==> config.mk <==
export PLATFORM = sky130hd
export DESIGN_NAME = ofs_plat_host_chan_gen_rd_req_split
export DESIGN_NICKNAME = d
export VERILOG_FILES = /design/src/rtl/ofs_plat_host_chan_gen_rd_split_pkg.sv /design/src/rtl/ofs_plat_host_chan_rd_split_len.sv /design/src/rtl/ofs_plat_host_chan_gen_rd_req_split.sv
export SDC_FILE = /design/constraint.sdc
export NUM_CORES = 1
export LEC_CHECK = 0
export ABC_CLOCK_PERIOD_IN_PS = 8600
export BUFFER_PORTS_ARGS = -buffer_cell sky130_fd_sc_hd__buf_2
export CELL_PAD_IN_SITES_DETAIL_PLACEMENT = 2
export CELL_PAD_IN_SITES_GLOBAL_PLACEMENT = 2
export CORE_ASPECT_RATIO = 0.9
export CORE_MARGIN = 8
export CORE_UTILIZATION = 36
export CTS_CLUSTER_DIAMETER = 50
export DETAILED_ROUTE_END_ITERATION = 8
export GPL_ROUTABILITY_DRIVEN = 1
export PLACE_DENSITY_LB_ADDON = 0.25
export SLEW_MARGIN = 20
export SYNTH_ARGS = -nofsm -noshare
export SYNTH_HDL_FRONTEND = slang
export SYNTH_SLANG_ARGS = --single-unit
==> constraint.sdc <==
create_clock -name clk -period 8.6 [get_ports clk]
set_input_delay 0.86 -clock clk [delete_from_list [all_inputs] [get_ports clk]]
set_output_delay 0.86 -clock clk [all_outputs]
set_load 0.03 [all_outputs]
==> src/rtl/ofs_plat_host_chan_gen_rd_split_pkg.sv <==
// Shared types and helpers for the host-channel read splitter and its completion path.
// OFS_PLAT_HOST_CHAN_RD_SPLIT_PAGE_CHECK_EN enables the 4KB page limit on chunks.
package ofs_plat_host_chan_gen_rd_split_pkg;

  localparam int RD_SPLIT_ADDR_WIDTH = 64;
  localparam int RD_SPLIT_TAG_WIDTH = 9;
  localparam int RD_SPLIT_LC_WIDTH = 7;
  localparam int DEFAULT_MAX_RD_REQ_LINES = 8;

  localparam int PAGE_LINES = 64;
  localparam int LINE_BYTES = 64;

`ifdef OFS_PLAT_HOST_CHAN_RD_SPLIT_PAGE_CHECK_EN
  localparam bit PAGE_CHECK_EN = 1'b1;
`else
  localparam bit PAGE_CHECK_EN = 1'b0;
`endif

  typedef enum logic {
    ST_IDLE,
    ST_SPLIT
  } t_rd_split_state;

  typedef struct packed {
    logic [RD_SPLIT_ADDR_WIDTH-1:0] addr;
    logic [RD_SPLIT_TAG_WIDTH-1:0]  tag;
    logic [RD_SPLIT_LC_WIDTH-1:0]   line_count;
  } t_rd_split_req;

  typedef struct packed {
    logic [RD_SPLIT_ADDR_WIDTH-1:0] addr;
    logic [RD_SPLIT_TAG_WIDTH-1:0]  tag;
    logic [RD_SPLIT_LC_WIDTH-1:0]   line_count;
    logic [RD_SPLIT_LC_WIDTH-1:0]   line_offset;
    logic                           sop;
    logic                           eop;
  } t_rd_split_chunk;

  // Length of the next chunk starting at addr with remaining lines left.
  function automatic int unsigned chunkLines(
    input logic [RD_SPLIT_ADDR_WIDTH-1:0] addr,
    input int unsigned                    remaining,
    input int unsigned                    maxLines = DEFAULT_MAX_RD_REQ_LINES
  );
    int unsigned len;
    int unsigned pageRoom;
    len = (remaining < maxLines) ? remaining : maxLines;
    pageRoom = PAGE_LINES - int'(addr[11:6]);
    if (PAGE_CHECK_EN && (pageRoom < len)) len = pageRoom;
    return len;
  endfunction

endpackage

==> src/rtl/ofs_plat_host_chan_rd_split_len.sv <==
// Combinational min-of-three chunk length: remaining, chunk cap and lines left in the page.
// The page term exists only with OFS_PLAT_HOST_CHAN_RD_SPLIT_PAGE_CHECK_EN defined.
module ofs_plat_host_chan_rd_split_len
  import ofs_plat_host_chan_gen_rd_split_pkg::*;
#(
  parameter int LC_WIDTH = 7,
  parameter int MAX_RD_REQ_LINES = 8
)
(
`ifdef OFS_PLAT_HOST_CHAN_RD_SPLIT_PAGE_CHECK_EN
  input  logic [5:0]        page_line_idx_i,
`endif
  input  logic [LC_WIDTH:0] remaining_i,
  output logic [LC_WIDTH:0] len_o
);

  localparam logic [LC_WIDTH:0] MAX_LINES = (LC_WIDTH+1)'(MAX_RD_REQ_LINES);

`ifdef OFS_PLAT_HOST_CHAN_RD_SPLIT_PAGE_CHECK_EN
  logic [LC_WIDTH:0] pageLines;
  assign pageLines = (LC_WIDTH+1)'(PAGE_LINES) - (LC_WIDTH+1)'(page_line_idx_i);
`endif

  always_comb begin
    len_o = (remaining_i < MAX_LINES) ? remaining_i : MAX_LINES;
`ifdef OFS_PLAT_HOST_CHAN_RD_SPLIT_PAGE_CHECK_EN
    if (pageLines < len_o) len_o = pageLines;
`endif
  end

endmodule

==> src/rtl/ofs_plat_host_chan_gen_rd_req_split.sv <==
// Splits AFU read requests into capped, optionally page-bounded chunks for TLP generation.
// OFS_PLAT_HOST_CHAN_RD_SPLIT_PAGE_CHECK_EN enables the 4KB page boundary split.
module ofs_plat_host_chan_gen_rd_req_split
  import ofs_plat_host_chan_gen_rd_split_pkg::*;
#(
  parameter int ADDR_WIDTH = 64,
  parameter int TAG_WIDTH = 9,
  parameter int MAX_AFU_LINES = 64,
  parameter int LC_WIDTH = $clog2(MAX_AFU_LINES+1),
  parameter int MAX_RD_REQ_LINES = 8
)
(
  input  logic                  clk,
  input  logic                  reset,

  input  logic                  in_valid,
  output logic                  in_ready,
  input  logic [ADDR_WIDTH-1:0] in_addr,
  input  logic [TAG_WIDTH-1:0]  in_tag,
  input  logic [LC_WIDTH-1:0]   in_line_count,

  output logic                  out_valid,
  input  logic                  out_ready,
  output logic [ADDR_WIDTH-1:0] out_addr,
  output logic [TAG_WIDTH-1:0]  out_tag,
  output logic [LC_WIDTH-1:0]   out_line_count,
  output logic [LC_WIDTH-1:0]   out_line_offset,
  output logic                  out_sop,
  output logic                  out_eop
);

  localparam int LINE_SHIFT = $clog2(LINE_BYTES);

  t_rd_split_state       state_q;
  logic [LC_WIDTH-1:0]   remLines_q;
  logic [LC_WIDTH-1:0]   curOffset_q;
  logic [ADDR_WIDTH-1:0] curAddr_q;
  logic [TAG_WIDTH-1:0]  curTag_q;

  logic                  outValid_q;
  logic [ADDR_WIDTH-1:0] outAddr_q;
  logic [TAG_WIDTH-1:0]  outTag_q;
  logic [LC_WIDTH-1:0]   outLineCount_q;
  logic [LC_WIDTH-1:0]   outLineOffset_q;
  logic                  outSop_q;
  logic                  outEop_q;

  logic                  isIdle;
  logic                  outLoad;
  logic                  srcValid;
  logic [ADDR_WIDTH-1:0] srcAddr;
  logic [TAG_WIDTH-1:0]  srcTag;
  logic [LC_WIDTH:0]     srcRem;
  logic [LC_WIDTH-1:0]   srcOffset;
  logic [LC_WIDTH:0]     chunkLen;
  logic                  chunkEop;
  logic [LC_WIDTH:0]     remAfter_d;
  logic [ADDR_WIDTH-1:0] curAddr_d;
  logic [LC_WIDTH-1:0]   curOffset_d;
  logic                  unusedTopBits;

  assign isIdle  = (state_q == ST_IDLE);
  assign outLoad = !outValid_q || out_ready;
  assign in_ready = isIdle && outLoad;

  // A new request is the chunk source only while no split is in progress.
  always_comb begin
    srcValid  = isIdle ? in_valid : 1'b1;
    srcAddr   = isIdle ? in_addr : curAddr_q;
    srcTag    = isIdle ? in_tag : curTag_q;
    srcRem    = isIdle ? {1'b0, in_line_count} : {1'b0, remLines_q};
    srcOffset = isIdle ? '0 : curOffset_q;
  end

  ofs_plat_host_chan_rd_split_len #(
    .LC_WIDTH         (LC_WIDTH),
    .MAX_RD_REQ_LINES (MAX_RD_REQ_LINES)
  ) lenCalc (
`ifdef OFS_PLAT_HOST_CHAN_RD_SPLIT_PAGE_CHECK_EN
    .page_line_idx_i (srcAddr[11:6]),
`endif
    .remaining_i     (srcRem),
    .len_o           (chunkLen)
  );

  assign chunkEop    = (chunkLen == srcRem);
  assign remAfter_d  = srcRem - chunkLen;
  assign curAddr_d   = srcAddr + (ADDR_WIDTH'(chunkLen) << LINE_SHIFT);
  assign curOffset_d = srcOffset + chunkLen[LC_WIDTH-1:0];
  assign unusedTopBits = ^{chunkLen[LC_WIDTH], remAfter_d[LC_WIDTH]};

  always_ff @(posedge clk) begin
    if (reset) begin
      state_q     <= ST_IDLE;
      remLines_q  <= '0;
      curOffset_q <= '0;
      outValid_q  <= 1'b0;
    end else if (outLoad) begin
      outValid_q <= srcValid;
      if (srcValid) begin
        outAddr_q       <= srcAddr;
        outTag_q        <= srcTag;
        outLineCount_q  <= chunkLen[LC_WIDTH-1:0];
        outLineOffset_q <= srcOffset;
        outSop_q        <= isIdle;
        outEop_q        <= chunkEop;
        curAddr_q       <= curAddr_d;
        curTag_q        <= srcTag;
        curOffset_q     <= curOffset_d;
        remLines_q      <= remAfter_d[LC_WIDTH-1:0];
        state_q         <= chunkEop ? ST_IDLE : ST_SPLIT;
      end
    end
  end

  assign out_valid       = outValid_q;
  assign out_addr        = outAddr_q;
  assign out_tag         = outTag_q;
  assign out_line_count  = outLineCount_q;
  assign out_line_offset = outLineOffset_q;
  assign out_sop         = outSop_q;
  assign out_eop         = outEop_q;

  inLineCountNonZero: assert property (@(posedge clk) disable iff (reset)
    (in_valid && in_ready) |-> (in_line_count != '0))
    else $fatal(1, "zero-length read request accepted");

endmodule

After elaboration in Yosys (flattened, before gate mapping)
Cells that the tools add are included.

storage, ports and cells
  register bits = 169
  input port bits = 84
  output and inout bits = 91
  logic and storage cells = 31

operators by class
  add/subtract/negate cells = 3
  magnitude comparators = 1
  equality and inequality tests = 1
  mux-type cells = 7
  bitwise gates (word level) = 2
  reductions and logical operators = 6

operators with widths
  kind                  number
  $add A64 B14 Y64      1
  $mux W64              1
  $mux W7               3
  $mux W9               1
  $eq A8 B7 Y1          1
  $add A7 B7 Y7         1
  $lt A7 B4 Y1 const B  1
  $sub A7 B7 Y7         1
  $reduce_and A4 Y1     1
  $reduce_and A3 Y1     1
  $mux W1               2
  $not A1 Y1            2
  $reduce_and A2 Y1     1
  $logic_and A1 B1 Y1   1
  $logic_not A1 Y1      1
  $logic_or A1 B1 Y1    1

Depth between registers and ports, before layout
  depth after elaboration = 5
  mapped depth = 17
  depth with buffers taken out = 14

Cells and area by module
A second synthesis with hierarchy kept.

unflattened totals
  cell total of the unflattened synthesis = 674
  area, all modules = 8404.3 µm²

modules (own cells, without submodules)
  module                               times used  cells each  area each (µm²)  seq. area each (µm²)
  ofs_plat_host_chan_gen_rd_req_split  1           664         8330.5           4734.5
  ofs_plat_host_chan_rd_split_len      1           10          73.8             0.0

Worst setup path before layout
OpenSTA, ideal clock, no wires.

  path kind = input port to flip-flop
  from = input port out_ready
  to = register curAddr_q[10], enable pin
  setup time = 0.626 ns
  arrival time = 6.841 ns
  required time = 7.974 ns
  slack = 1.134 ns
  cell stages on the path = 4
  path buffers = 1
  path through = nand2b_1 > o21ai_0 > clkbuf_1 > nor2_1

between the ends
  cells in the longest elaborated chain, start to end = 2

RTL lines
  element                             line                                        source
  start, declared                     ofs_plat_host_chan_gen_rd_req_split.sv:23   input logic out_ready,
  $logic_or A1 B1 Y1                  ofs_plat_host_chan_gen_rd_req_split.sv:63   assign outLoad = !outValid_q || out_ready;
  $reduce_and A3 Y1 (no source line)  --
  end signal, assigned                ofs_plat_host_chan_gen_rd_req_split.sv:107  curAddr_q <= curAddr_d;
  end, declared                       ofs_plat_host_chan_gen_rd_req_split.sv:37   logic [ADDR_WIDTH-1:0] curAddr_q;

Every way passes these cells.
A chain may end at the register's enable or synchronous reset.

Worst setup path after layout
  from = register state_q
  to = register curAddr_q[30], data pin

between the ends
  cells in the longest elaborated chain, start to end = 4
  elaborated cells between the ends (all ways) = 5
  those cells by class = 1 x add/sub; 1 x order compare; 3 x mux

RTL lines
  element                 line                                        source
  start, declared         ofs_plat_host_chan_gen_rd_req_split.sv:34   t_rd_split_state state_q;
  start signal, assigned  ofs_plat_host_chan_gen_rd_req_split.sv:111  state_q <= chunkEop ? ST_IDLE : ST_SPLIT;
  $mux W7 *               ofs_plat_host_chan_gen_rd_req_split.sv:71   srcRem = isIdle ? {1'b0, in_line_count} : {1'b0, remLines_q};
  $lt A7 B4 Y1            ofs_plat_host_chan_rd_split_len.sv:25       len_o = (remaining_i < MAX_LINES) ? remaining_i : MAX_LINES;
  $mux W7 *               ofs_plat_host_chan_rd_split_len.sv:25
  net chunkLen[3]         ofs_plat_host_chan_gen_rd_req_split.sv:55   logic [LC_WIDTH:0] chunkLen;
  $add A64 B14 Y64 *      ofs_plat_host_chan_gen_rd_req_split.sv:88   assign curAddr_d = srcAddr + (ADDR_WIDTH'(chunkLen) << LINE_SHIFT);
  net curAddr_d[30]       ofs_plat_host_chan_gen_rd_req_split.sv:58   logic [ADDR_WIDTH-1:0] curAddr_d;

The timed path passes the listed nets; every way through them passes the cells marked *.

==> results by group <==
Status
  – Status: finished clean

Setup path
  – Crit path cell chain: buf_4, nor4b_1, nor2_1, nor2_1, inv_1, nor2_1, ha_1, fa_1, nand3_1, a211oi_1, o21ai_1, nor3b_1, nand3_1, xnor2_1
  – Critical-path top delay cell: dfxtp_4
  – WP buf/inv: 2
  – Worst EP arrival: 5.60 ns
  – Top cell by count, worst path: nor2_1
  – FF-to-FF Start: state_q
  – Startpoint Class: flop
  – CP max stage delay: 0.81 ns
  – CP Class: flop to flop
  – Length in cells of the worst reg-to-reg path: 14
  – Element type at the critical path end: flop
  – Worst R2R Setup Slack: 3.17 ns
  – Critical path peak fanout: 66
  – RR Endpoint: curAddr_q[30]
  – Worst EP required: 8.77 ns
  – Cell family with most CP delay: simple AND/OR/NAND/NOR gates

GRT
  – Initial antenna violation count: 0
  – Met1 Use GR: 0.207
  – GR Util met2: 0.314
  – Met3 Track Usage GR: 0.0393
  – Largest net degree at the start of global routing: 67
  – Gr usage total: 0.174
  – Vias in the first global route: 6652
  – Layer carrying the most global-route usage: met2
  – First-pass GRT wire length: 37.6 mm
  – Global route overflow: 0

Place
  – RD Place Congestion: 0.807
  – Number of port buffers: 174
  – Post-placement setup slack: 3.23 ns
  – DP Area: 9210 um2
  – Hpwl dp: 17.9 mm

Floorplanning
  – Rows: 52
  – Die width: 174 um
  – Core ar.: 22300 um2
  – Die footprint: 27500 um2
  – I/O pin count: 175
  – Die Y: 158 um
  – Starting Density: 0.363

Yosys
  – Cells after Synth: 633
  – Combinational family with the most area after synthesis: simple AND/OR/NAND/NOR gates
  – Post-Synth Adder-Cell Area: 0.0204
  – Post-Synth Simple-Gate Area: 0.141
  – Syn Area/Cell: 12.8 um2
  – Seq/Total Area, Yosys: 0.586
  – Synth cell types: 65
  – Xor/xnor share of the synthesized area: 0.0618
  – Ys async rst share: 0
  – Post-synth EDFFs: 147
  – Compound-Gate Fraction of Synth Area: 0.0776
  – Post-synth top area cell: edfxtp_1
  – Post-synth top area share: 0.547
  – Synth Cell Area: 8080 um2
  – Synth area leaders: edfxtp_1 55%, mux2_2 5.6%, dfxtp_1 4.0%
  – Register bit total from synthesis: 163
  – Ys Warns: 0
  – Synth Flop Type: edfxtp_1
  – Multiplexer share of the synthesized area: 0.0818

Clock network
  – Clk Latency, worst-skew pair: 0.42 ns
  – TritonCTS Buffers: 17
  – CTS resizes: 0
  – Clock Pin Slew Worst Setup and Hold Paths: 0.07 ns
  – Hold_buf cts: 0
  – Clock root cell: clkbuf_16
  – CTS tree: yes
  – Clk sink count: 163
  – CTS H-tree lvls: 4
  – Setup bufs post-CTS: 0
  – Maximum buffer depth of the clock tree: 2

Route
  – Via count: 5765
  – DRT Wirelength: 23.9 mm
  – WL/cell: 21.5 um
  – Number of iterations in the first detailed-routing pass: 6
  – Final ANT Viol Nets: 0
  – DRC Markers: 0
  – DR vias/cell: 5.17
  – Initial DRC count: 325

Layout
  – Area growth from synthesis to layout: 21.3%
  – Layout cells sized above 1: 0.333
  – Storage cell area: 4740 um2
  – Commonest non-fill, non-tap cell in the layout: buf_2
  – Nets@finish: 901
  – N_diodes: 0
  – Multi-input gate area: 3120 um2
  – Design Area, Final: 9790 um2
  – Fillers: 2304
  – Most frequent cells in the layout: 174 x buf_2, 147 x edfxtp_1, 40 x mux2_2, 40 x nand2_1, 39 x nor2_1

Timing
  – Final setup skew: 0.0115 ns
  – Final min period: 5.43 ns
  – Max Clock Freq: 184 MHz
  – Slew headroom: 0.361
  – Fin Setup TNS: 0 ns
  – Setup slack after layout: 3.17 ns
  – Fin crit share: 0.631
  – Hold Vio Cnt, Final: 0
  – Finish-stage setup viols: 0
  – Worst slew pin tran: 0.957 ns
  – Slew Limit Fails: 0
  – RSZ-0062 raised after global routing: false

Worst hold path
  – WHS Path Cells: 2
  – HP Class: flop to flop
  – Hold path start: curOffset_q[0]
  – Hold Crit Endpoint: curOffset_q[0]

Power and ir drop
  – Worst vdd ir: 0.0000801 V
  – Lkg Pwr: 0.00370 uW
  – PD cells: 215 nW/um2

Job
  – Maxcap violations: 0
## worst max path at each step
stage	from	end	cells past startpoint	slack [ns]
6_report	state_q	curAddr_q[30]	14	3.17
3_3_place_gp	state_q	curAddr_q[56]	14	3.76
2_1_floorplan	out_ready	curAddr_q[10]	4	1.13
3_5_place_dp	state_q	curAddr_q[34]	14	3.23
4_1_cts	state_q	curAddr_q[34]	14	3.10
5_1_grt	state_q	curAddr_q[30]	14	2.70
## cells by family after synthesis
logic type               Yosys count
XOR/XNOR                          57
AO/OA/AOI/OAI                     85
buffers and inverters             50
flip-flops                       163
adder cells (fa/ha/maj)           12
multiplexers                      61
AND/OR/NAND/NOR                  204
other                              1
## routing by layer
| metal | wire length, um | part of all wire | up-vias |
|---|---|---|---|
| met3 | 940 | 0.039 | 24 |
| met4 | 301 | 0.013 | 0 |
| li1 | - | - | 2706 |
| met1 | 10300 | 0.43 | 2910 |
| met5 | 0 | 0 | - |
| met2 | 12300 | 0.52 | 125 |
## stage by stage
step           instances   util  hold slack, ns  total power (uW)
2_1_floorplan        637      -           0.447              1260
3_3_place_gp        1083  0.414           0.467              1350
3_5_place_dp        1083  0.414           0.491              1370
4_1_cts             1115  0.440           0.507              2130
5_1_grt             1115  0.440           0.534              2190
6_report            1115  0.440           0.497              2100
## state kept, by name (all words and copies together), names as in the netlist
signal,count
curAddr_q,64
out_valid,1
out_eop,1
out_sop,1
out_tag,9
out_line_offset,7
curOffset_q,7
remLines_q,7
state_q,1
out_line_count,7
out_addr,58
## worst min-delay path, cell delays in order, from the launching register on
cell and delay (ns):
dfxtp_1 0.32, mux2i_1 0.07, nor2_1 0.08
## final cells by class
cell class,count,area share
Sequential cell,163,0.484
Multi-Input combinational cell,424,0.319
Timing Repair Buffer,179,0.0927
Clock buffer,19,0.0462
Tap cell,297,0.0379
Clock inverter,13,0.0126
Inverter,20,0.00766
## where the power goes
| group | total, uW | switching [uW] | internal (uW) |
|---|---|---|---|
| combinational | 367 | 240 | 127 |
| sequential | 989 | 39.5 | 950 |
| clock | 746 | 327 | 419 |
## synth_stat cells (3+ instances only)
cell / n
buf_4: 8
xor2_1: 25
dfxtp_1: 16
mux2_2: 40
a21oi_1: 17
nor2b_1: 11
and3_1: 4
a22oi_1: 7
clkbuf_1: 7
nand2_1: 40
nand3b_1: 8
nand4b_1: 9
mux2i_1: 21
or3_1: 3
nand2b_1: 5
nand4_1: 12
nor4_1: 4
nor2_1: 40
a31oi_1: 3
a32oi_1: 5
edfxtp_1: 147
o21ai_0: 14
nand3_1: 29
buf_2: 10
a21o_1: 12
nor3_1: 19
buf_1: 3
and2_1: 7
inv_1: 20
xnor2_1: 32
ha_1: 10
a211oi_1: 4
Power figures use the tool's default switching activity.
